## src/rtl/move_sequencer_if.sv

```systemverilog
// Start/done handshake between the turn controller and the cross/square draw engine.
interface move_sequencer_if;
  logic       draw_start;
  logic [1:0] draw_x;
  logic [1:0] draw_y;
  logic       draw_piece;
  logic [2:0] colour;
  logic       draw_done;

  modport master (
    output draw_start, draw_x, draw_y, draw_piece, colour,
    input  draw_done
  );

  modport slave (
    input  draw_start, draw_x, draw_y, draw_piece, colour,
    output draw_done
  );
endinterface

```

## src/rtl/move_sequencer.sv

```systemverilog
// Tic-tac-toe turn controller: validates moves, owns both occupancy records,
// hands legal moves to the draw engine, then scores win/draw and alternates players.
module move_sequencer #(
  parameter int unsigned TIMEOUT_W = 8
) (
  input  logic                    clk,
  input  logic                    resetn,
  input  logic                    move_req,
  input  logic [1:0]              cell_x,
  input  logic [1:0]              cell_y,
  input  logic                    new_game,
  move_sequencer_if.master        draw,
  output logic [8:0]              record1,
  output logic [8:0]              record2,
  output logic                    player,
  output logic [3:0]              status,
  output logic                    illegal,
  output logic                    busy,
  output logic                    draw_err
);

  typedef enum logic [2:0] {
    S_READY,
    S_ISSUE,
    S_WAIT,
    S_EVAL,
    S_OVER
  } state_e;

  // Last count value before the watchdog fires: the timeout lands after 2^W-1 WAIT cycles.
  localparam logic [TIMEOUT_W-1:0] WD_LAST = ~(TIMEOUT_W'(1));

  state_e               state_q, state_d;
  logic [8:0]           record1_q, record1_d;
  logic [8:0]           record2_q, record2_d;
  logic                 player_q, player_d;
  logic [3:0]           status_q, status_d;
  logic [1:0]           draw_x_q, draw_x_d;
  logic [1:0]           draw_y_q, draw_y_d;
  logic                 illegal_q, illegal_d;
  logic                 draw_err_q, draw_err_d;
  logic [TIMEOUT_W-1:0] wd_cnt_q, wd_cnt_d;

  logic [3:0] cell_idx;
  logic [8:0] cell_mask;
  logic [8:0] mover_rec;
  logic       mover_wins;

  function automatic logic has_line(input logic [8:0] rec, input logic [8:0] line);
    return (rec & line) == line;
  endfunction

  // Cell decode and win detection on the record of the player who just moved.
  always_comb begin
    cell_idx   = {2'b00, cell_x} + {1'b0, cell_x, 1'b0} + {2'b00, cell_y};
    cell_mask  = 9'h100 >> cell_idx;
    mover_rec  = player_q ? record2_q : record1_q;
    mover_wins = has_line(mover_rec, 9'h1C0) | has_line(mover_rec, 9'h038) |
                 has_line(mover_rec, 9'h007) | has_line(mover_rec, 9'h124) |
                 has_line(mover_rec, 9'h092) | has_line(mover_rec, 9'h049) |
                 has_line(mover_rec, 9'h111) | has_line(mover_rec, 9'h054);
  end

  // Next-state and register updates for the turn FSM; new_game overrides everything.
  always_comb begin
    state_d    = state_q;
    record1_d  = record1_q;
    record2_d  = record2_q;
    player_d   = player_q;
    status_d   = status_q;
    draw_x_d   = draw_x_q;
    draw_y_d   = draw_y_q;
    illegal_d  = 1'b0;
    draw_err_d = draw_err_q;
    wd_cnt_d   = wd_cnt_q;

    unique case (state_q)
      S_READY: begin
        if (move_req) begin
          if (cell_x == 2'd3 || cell_y == 2'd3 ||
              ((record1_q | record2_q) & cell_mask) != 9'h000) begin
            illegal_d = 1'b1;
          end else begin
            draw_x_d = cell_x;
            draw_y_d = cell_y;
            if (player_q) record2_d = record2_q | cell_mask;
            else          record1_d = record1_q | cell_mask;
            state_d = S_ISSUE;
          end
        end
      end
      S_ISSUE: begin
        wd_cnt_d = '0;
        state_d  = S_WAIT;
      end
      S_WAIT: begin
        if (draw.draw_done) begin
          state_d = S_EVAL;
        end else if (wd_cnt_q == WD_LAST) begin
          draw_err_d = 1'b1;
          state_d    = S_EVAL;
        end else begin
          wd_cnt_d = wd_cnt_q + 1'b1;
        end
      end
      S_EVAL: begin
        if (mover_wins) begin
          status_d = player_q ? 4'hA : 4'hB;
          state_d  = S_OVER;
        end else if ((record1_q | record2_q) == 9'h1FF) begin
          status_d = 4'hD;
          state_d  = S_OVER;
        end else begin
          player_d = ~player_q;
          state_d  = S_READY;
        end
      end
      S_OVER: begin
        state_d = S_OVER;
      end
      default: begin
        state_d = S_READY;
      end
    endcase

    if (new_game) begin
      state_d    = S_READY;
      record1_d  = '0;
      record2_d  = '0;
      player_d   = 1'b0;
      status_d   = 4'h0;
      illegal_d  = 1'b0;
      draw_err_d = 1'b0;
    end
  end

  // State and data registers.
  always_ff @(posedge clk or negedge resetn) begin
    if (!resetn) begin
      state_q    <= S_READY;
      record1_q  <= '0;
      record2_q  <= '0;
      player_q   <= 1'b0;
      status_q   <= 4'h0;
      draw_x_q   <= '0;
      draw_y_q   <= '0;
      illegal_q  <= 1'b0;
      draw_err_q <= 1'b0;
      wd_cnt_q   <= '0;
    end else begin
      state_q    <= state_d;
      record1_q  <= record1_d;
      record2_q  <= record2_d;
      player_q   <= player_d;
      status_q   <= status_d;
      draw_x_q   <= draw_x_d;
      draw_y_q   <= draw_y_d;
      illegal_q  <= illegal_d;
      draw_err_q <= draw_err_d;
      wd_cnt_q   <= wd_cnt_d;
    end
  end

  assign draw.draw_start = (state_q == S_ISSUE);
  assign draw.draw_x     = draw_x_q;
  assign draw.draw_y     = draw_y_q;
  assign draw.draw_piece = ~player_q;
  assign draw.colour     = player_q ? 3'b010 : 3'b100;
  assign record1         = record1_q;
  assign record2         = record2_q;
  assign player          = player_q;
  assign status          = status_q;
  assign illegal         = illegal_q;
  assign busy            = (state_q == S_ISSUE) || (state_q == S_WAIT) || (state_q == S_EVAL);
  assign draw_err        = draw_err_q;

endmodule

```

## src/flat_wrapper.sv

```systemverilog
// flat-port wrapper written by rule: the top's interface ports become plain ports
module move_sequencer_flat 
#(
  parameter int unsigned TIMEOUT_W = 8
)
  (clk, resetn, move_req, cell_x, cell_y, new_game, record1, record2, player, status, illegal, busy, draw_err, draw_draw_start, draw_draw_x, draw_draw_y, draw_draw_piece, draw_colour, draw_draw_done);
  move_sequencer_if draw_i ();
  input  logic clk;
  input  logic resetn;
  input  logic move_req;
  input  logic [1:0] cell_x;
  input  logic [1:0] cell_y;
  input  logic new_game;
  output logic [8:0] record1;
  output logic [8:0] record2;
  output logic player;
  output logic [3:0] status;
  output logic illegal;
  output logic busy;
  output logic draw_err;
  output wire logic [$bits(draw_i.draw_start)-1:0] draw_draw_start;
  output wire logic [$bits(draw_i.draw_x)-1:0] draw_draw_x;
  output wire logic [$bits(draw_i.draw_y)-1:0] draw_draw_y;
  output wire logic [$bits(draw_i.draw_piece)-1:0] draw_draw_piece;
  output wire logic [$bits(draw_i.colour)-1:0] draw_colour;
  input wire logic [$bits(draw_i.draw_done)-1:0] draw_draw_done;
  assign draw_draw_start = draw_i.draw_start;
  assign draw_draw_x = draw_i.draw_x;
  assign draw_draw_y = draw_i.draw_y;
  assign draw_draw_piece = draw_i.draw_piece;
  assign draw_colour = draw_i.colour;
  assign draw_i.draw_done = draw_draw_done;
  move_sequencer #(.TIMEOUT_W(TIMEOUT_W)) u_core (.clk(clk), .resetn(resetn), .move_req(move_req), .cell_x(cell_x), .cell_y(cell_y), .new_game(new_game), .draw(draw_i), .record1(record1), .record2(record2), .player(player), .status(status), .illegal(illegal), .busy(busy), .draw_err(draw_err));
endmodule
```

## config.mk

```make
export PLATFORM = sky130hd
export DESIGN_NAME = move_sequencer_flat
export DESIGN_NICKNAME = d
export VERILOG_FILES = /design/src/rtl/move_sequencer_if.sv /design/src/rtl/move_sequencer.sv /design/src/flat_wrapper.sv
export SDC_FILE = /design/constraint.sdc
export NUM_CORES = 1
export LEC_CHECK = 0
export BUFFER_PORTS_ARGS = -buffer_cell sky130_fd_sc_hd__buf_2
export CAP_MARGIN = 20
export CORE_ASPECT_RATIO = 0.5
export CORE_MARGIN = 2
export CORE_UTILIZATION = 55
export CTS_BUF_LIST = sky130_fd_sc_hd__clkbuf_4
export CTS_CLUSTER_DIAMETER = 30
export DETAILED_ROUTE_END_ITERATION = 6
export GPL_ROUTABILITY_DRIVEN = 0
export PLACE_DENSITY_LB_ADDON = 0.2
export REMOVE_ABC_BUFFERS = 1
export SYNTH_ARGS = -nofsm -noshare
export SYNTH_HDL_FRONTEND = slang
export SYNTH_SLANG_ARGS = --single-unit
```

## constraint.sdc

```tcl
create_clock -name clk -period 2.2 [get_ports clk]
set_clock_uncertainty 0.1 [all_clocks]
set_input_delay 0.11 -clock clk [delete_from_list [all_inputs] [get_ports clk]]
set_output_delay 0.11 -clock clk [all_outputs]
set_load 0.01 [all_outputs]
```

* After elaboration in Yosys (flattened, before gate mapping)
Index checks and enable logic that the tools add are counted.
** Cells by class
- Add/sub/neg operators :: 3
- $mul :: 0
- Divide/modulo/power cells :: 0
- Magnitude comparators :: 0
- Equality and inequality tests :: 26
- Shift-type cells :: 1
- Multiplexer cells :: 40
- Bitwise gates (word level) :: 13
- Reduce and logical (&&, ||, !) cells :: 22
** Operators with widths (number)
- two-way mux 9 bit :: 11
- equality test 3 bit (second input constant) :: 9
- bitwise OR 9 bit :: 3
- two-way mux 3 bit :: 8
- two-way mux 4 bit :: 4
- two-way mux 8 bit :: 2
- one-hot mux 8 bit (2 select lines) :: 1
- one-hot mux 3 bit (5 select lines) :: 1
- AND reduction 3 bit :: 5
- != test 2 bit (second input constant) :: 7
- nonzero test 2 bit :: 7
- two-way mux 1 bit :: 13
- AND 9 bit :: 1
- equality test 9 bit (second input constant) :: 1
- nonzero test 9 bit :: 1
- >> shifter 9 x 4 -> 9 bit (first input constant) :: 1
- adder 8 x 1 -> 8 bit (second input constant) :: 1
- equality test 8 bit (second input constant) :: 1
- AND reduction 4 bit :: 2
- bitwise OR 1 bit :: 7
- equality test 3 x 2 -> 1 bit (second input constant) :: 2
- != test 3 bit (second input constant) :: 2
- adder 2 x 3 -> 4 bit :: 1
- adder 4 x 2 -> 4 bit :: 1
- other kinds (8) :: 13
** Word-level totals
- Bits in registers :: 40
- Latch bits :: 0
- RAM bits :: 0
- Memory bits (read-only) :: 0
- Output and inout port bits :: 35
- Memories kept :: 0

* Longest topological paths before layout
- Word-level depth :: 12
- Mapped depth :: 12
- Gate-level depth less buffers :: 11

* Worst setup path before layout
Ideal clock, no wire load.
- Path kind :: input to register
- Start :: input port cell_x[1]
- End :: register u_core.draw_x_q[0] (netlist: u_core.draw.draw_x[0])
- Setup time :: 0.125 ns
- Arrival time :: 2.611 ns
- Setup slack :: -0.636 ns
- Stages :: 11
- Buffers on the path :: 0
- Cell sequence :: inv_1 -> fa_1 -> inv_1 -> ha_1 -> inv_1 -> fa_1 -> nand4bb_1 -> o22ai_2 -> nor4_4 -> nand2_4 -> mux2_4
** Between the ends
- Word-level cells in the longest chain between the ends :: 8
- Elaborated cells between the ends (all ways) :: 10
- Those cells by class :: add/sub (2); eq/ne (1); shift (1); bitwise (2); reduce/logical (4)
** RTL lines
- start: declaration :: line flat_wrapper.sv:11 : input logic [1:0] cell_x;
- adder 2 x 3 -> 4 bit :: line move_sequencer.sv:55 : cell_idx = {2'b00, cell_x} + {1'b0, cell_x, 1'b0} + {2'b00, cell_y};
- adder 4 x 2 -> 4 bit :: line move_sequencer.sv:55
- >> shifter 9 x 4 -> 9 bit :: line move_sequencer.sv:56 : cell_mask = 9'h100 >> cell_idx;
- AND 9 bit :: line move_sequencer.sv:81 : ((record1_q | record2_q) & cell_mask) != 9'h000) begin
- nonzero test 9 bit :: line move_sequencer.sv:81
- logical OR 1 bit * :: line move_sequencer.sv:80 : if (cell_x == 2'd3 || cell_y == 2'd3 ||
- NOT 1 bit (no source line) *
- AND reduction 3 bit (no source line) *
- end signal: assignment :: line move_sequencer.sv:156 : draw_x_q <= draw_x_d;
- end: declaration :: line move_sequencer.sv:38 : logic [1:0] draw_x_q, draw_x_d;
Mark *: on every way between the ends. The rest lies on a longest branch, timed or not.
A chain may end at the register's enable or synchronous reset.

* Worst setup path in the final report
- Start :: input port cell_x[1]
- End :: register u_core.draw_x_q[1] (netlist: u_core.draw.draw_x[1])
** Between the ends
- Word-level cells in the longest chain between the ends :: 8
- Elaborated cells between the ends (all ways) :: 10
- Those cells by class :: add/sub (2); eq/ne (1); shift (1); bitwise (2); reduce/logical (4)
** RTL lines (line)
- adder 2 x 3 -> 4 bit :: move_sequencer.sv:55
- adder 4 x 2 -> 4 bit :: move_sequencer.sv:55
- >> shifter 9 x 4 -> 9 bit :: move_sequencer.sv:56
- AND 9 bit :: move_sequencer.sv:81
- nonzero test 9 bit :: move_sequencer.sv:81
- logical OR 1 bit :: move_sequencer.sv:80
- NOT 1 bit (no source line)
- AND reduction 3 bit (no source line)
Several ways; a longest one is shown, not always the timed one.

==> flow_summary.ini <==
[power_and_ir_drop]
p_leak_nw = 1.37
fin_total_pwr_mw = 1.73
irDropWorstVdd_uv = 364
power_density_nw_per_um2 = 551

[synth]
yosys.area.top_type = dfrtp_1
synth_cells = 215
ys_seq_elements = 40
synthArstFlopShare_pct = 100
synthTopCellsByArea = dfrtp_1, o2bb2ai_1, nor2_1, ha_1, mux2_4
ys.flop_type = dfrtp_1
yosys_warnings = 0
synth_edf_count = 0
synth_top_area_share_pct = 44.0
ys_seq_area_share_pct = 44.0
syn_area_sq_um = 2280
synth_cell_types = 56
syn_area_per_cell_sq_um = 10.6

[timing]
period_minus_slack_ps = 2610
fin_crit_sh_pct = 119
fmax_ghz = 0.383
max_slew_margin_pct = 39.7
setup-tns-final_ps = -7640
final-hold-violation-count = 0
drv_slew = 0
tightest_slew_ps = 904
rsz0062_at_grt = yes
setup_viol = 24
fin_ws_ps = -408
holdWs_ps = 291

[floorplan]
row_count = 16
die_y_microns = 49.5
ios = 44
die_area_sq_um = 4700
start_util_pct = 57.7
chipWidth_microns = 95
core-area_sq_um = 3940

[clock_network]
clock-sinks = 40
clk_pin_slew_ps = 130
cts_buffer_depth = 2
cts_tree = built
clk_latency_ps = 370
cts_buffers = 5
root_buffer = clkbuf_4
htree_levels = 2

[critical_path]
cp_cell_sequence = buf_6 > inv_2 > fa_1 > inv_1 > ha_2 > inv_2 > fa_2 > nand4b_1 > nor2_2 > nor4_4 > buf_4 > nand2_4 > mux2_4
cp_common_cell = inv_2
critPathLaunchType = primary input
slowest_delay_ps = 610
cp_top_family = adder cells
critPathMaxFanout = 8
end_kind = flop
critPathSlowestCell = fa_2
arrival_ps = 2770
cp_num_buf_inv = 5
worstPathRequired_ps = 2360
critPathKind = primary input to flop

[detailed_routing]
drcViolationCount = 0
postRouteAntennaNets = 0
met1Wirelength_microns = 2780
wl_met3_microns = 503
routed_wl_microns = 7000
routedWlPerCell_microns = 19.9
wl_met2_microns = 3450
viasPerCell = 6.28
drtIter0Drc = 218
dr.pass1.iters = 5
vias = 2209
highest_layer = met4

[cells_and_area]
syn_to_final_growth_pct = 37.7
finalNonFillerCells = 352
final_cell_area_sq_um = 3140
final_cell_mix = dfrtp_1, buf_2, buf_4, nor2_1, o2bb2ai_2
drive_gt1_share_pct = 45.3
final_common_cell = dfrtp_1
num-nets-final = 313
antenna_cells = 0

[outcome]
status = finished, violations left
violations = setup timing

[global_route]
grt_antenna_before_repair = 0
grt_overflow = 0
grt_usage_pct = 29.9
grt_pass1_wl_microns = 10600
grt_start_max_net_pins = 41
first_global_vias = 2121

[place]
place_area_sq_um = 2670
io_buffers = 42
hpwl_microns = 4110
dp.cells = 323

[job]
drv_cap = 0

[hold_path]
min_path_type = primary input to async pin
## stage by stage
stage	setup slack, ps	util (%)
finish	-408	79.5
floorplan	-646	-
global route	-469	79.5
CTS	-313	76.7
detailed placement	-922	67.6
global placement	-722	67.6
## layout make-up
cell class / count / area, sq um
clock buffers: 5 / 37.5
inverters: 12 / 47.5
clock inverters: 3 / 18.8
flip-flops and latches: 40 / 1000
well taps: 54 / 67.6
fillers: 250 / 807
repair buffers: 82 / 568
multi-input cells: 156 / 1400
## metal layers
metal	up-vias	GRT usage, %
met2	125	51.7
met4	0	9.66
li1	974	-
met1	1074	36.9
met5	-	0
met3	36	7.80
## flip-flops by register name, indices dropped and copies added, names as in the netlist, 2 cells and up
register / cells
u_core.record2: 9
u_core.draw.draw_y: 2
u_core.draw.draw_x: 2
u_core.record1: 9
u_core.status: 4
u_core.state_q: 3
u_core.wd_cnt_q: 8
## where the power goes
part           switching [mW]  leakage, nW  internal (mW)
Sequential             0.0543        0.547          0.784
Clock                   0.269       0.0349          0.123
Combinational           0.266        0.787          0.232
Total                   0.589         1.37           1.14
## Yosys cell counts, types with 2 or more instances
master / instances
inv_1: 11
nor4_1: 3
a211oi_1: 3
nand2_1: 12
o211ai_1: 2
mux2_4: 4
ha_1: 5
xor2_1: 6
o22ai_1: 4
nand3b_1: 3
nand4_4: 2
nor4b_2: 2
nor3_1: 3
fa_1: 2
o21a_1: 2
dfrtp_1: 40
a31oi_1: 2
o21ai_0: 5
nand4b_1: 2
clkbuf_1: 3
nand4_1: 7
and3_1: 3
a22oi_1: 3
a222oi_1: 2
nand3_1: 5
nor2_1: 27
buf_4: 4
a21oi_1: 5
o2bb2ai_1: 16
## final timing paths
check	endpoint	start	depth (start not counted)	slack, ps
max in group asynchronous	u_core.draw.draw_y[0]$_DFFE_PN0P_	resetn	2	1140
worst max register to register	u_core.record1[6]$_DFFE_PN0P_	u_core.state_q[1]$_DFFE_PN0P_	5	60
worst min-delay path	u_core.wd_cnt_q[6]$_DFFE_PN0P_	resetn	2	290
worst max-delay path	u_core.draw.draw_x[1]$_DFFE_PN0P_	cell_x[1]	13	-410
worst min register to register	u_core.status[3]$_DFFE_PN0P_	u_core.status[3]$_DFFE_PN0P_	2	420
min in group clk	u_core.illegal$_DFF_PN0_	cell_x[1]	5	300
## logic make-up after synthesis
kind of cell	Yosys count	synth area share (%)
and+or+nand+nor	80	21.4
AOI/OAI and AO/OA	54	19.4
DFF	40	44.0
buffers and inverters	21	4.51
xor gates and xnor gates	8	3.41
adders and majority gates	7	4.51
muxes	4	2.64
other	1	0.165
## what timing repair did
action	4_1_cts	5_1_grt
pin swaps	14	9
setup endpoints to repair	24	24
buffers inserted	6	6
hold endpoints to repair	51	0
resized for setup	35	8
cloned	1	1
hold buffers	9	0
Note: power is estimated with default switching activity, not from simulation.
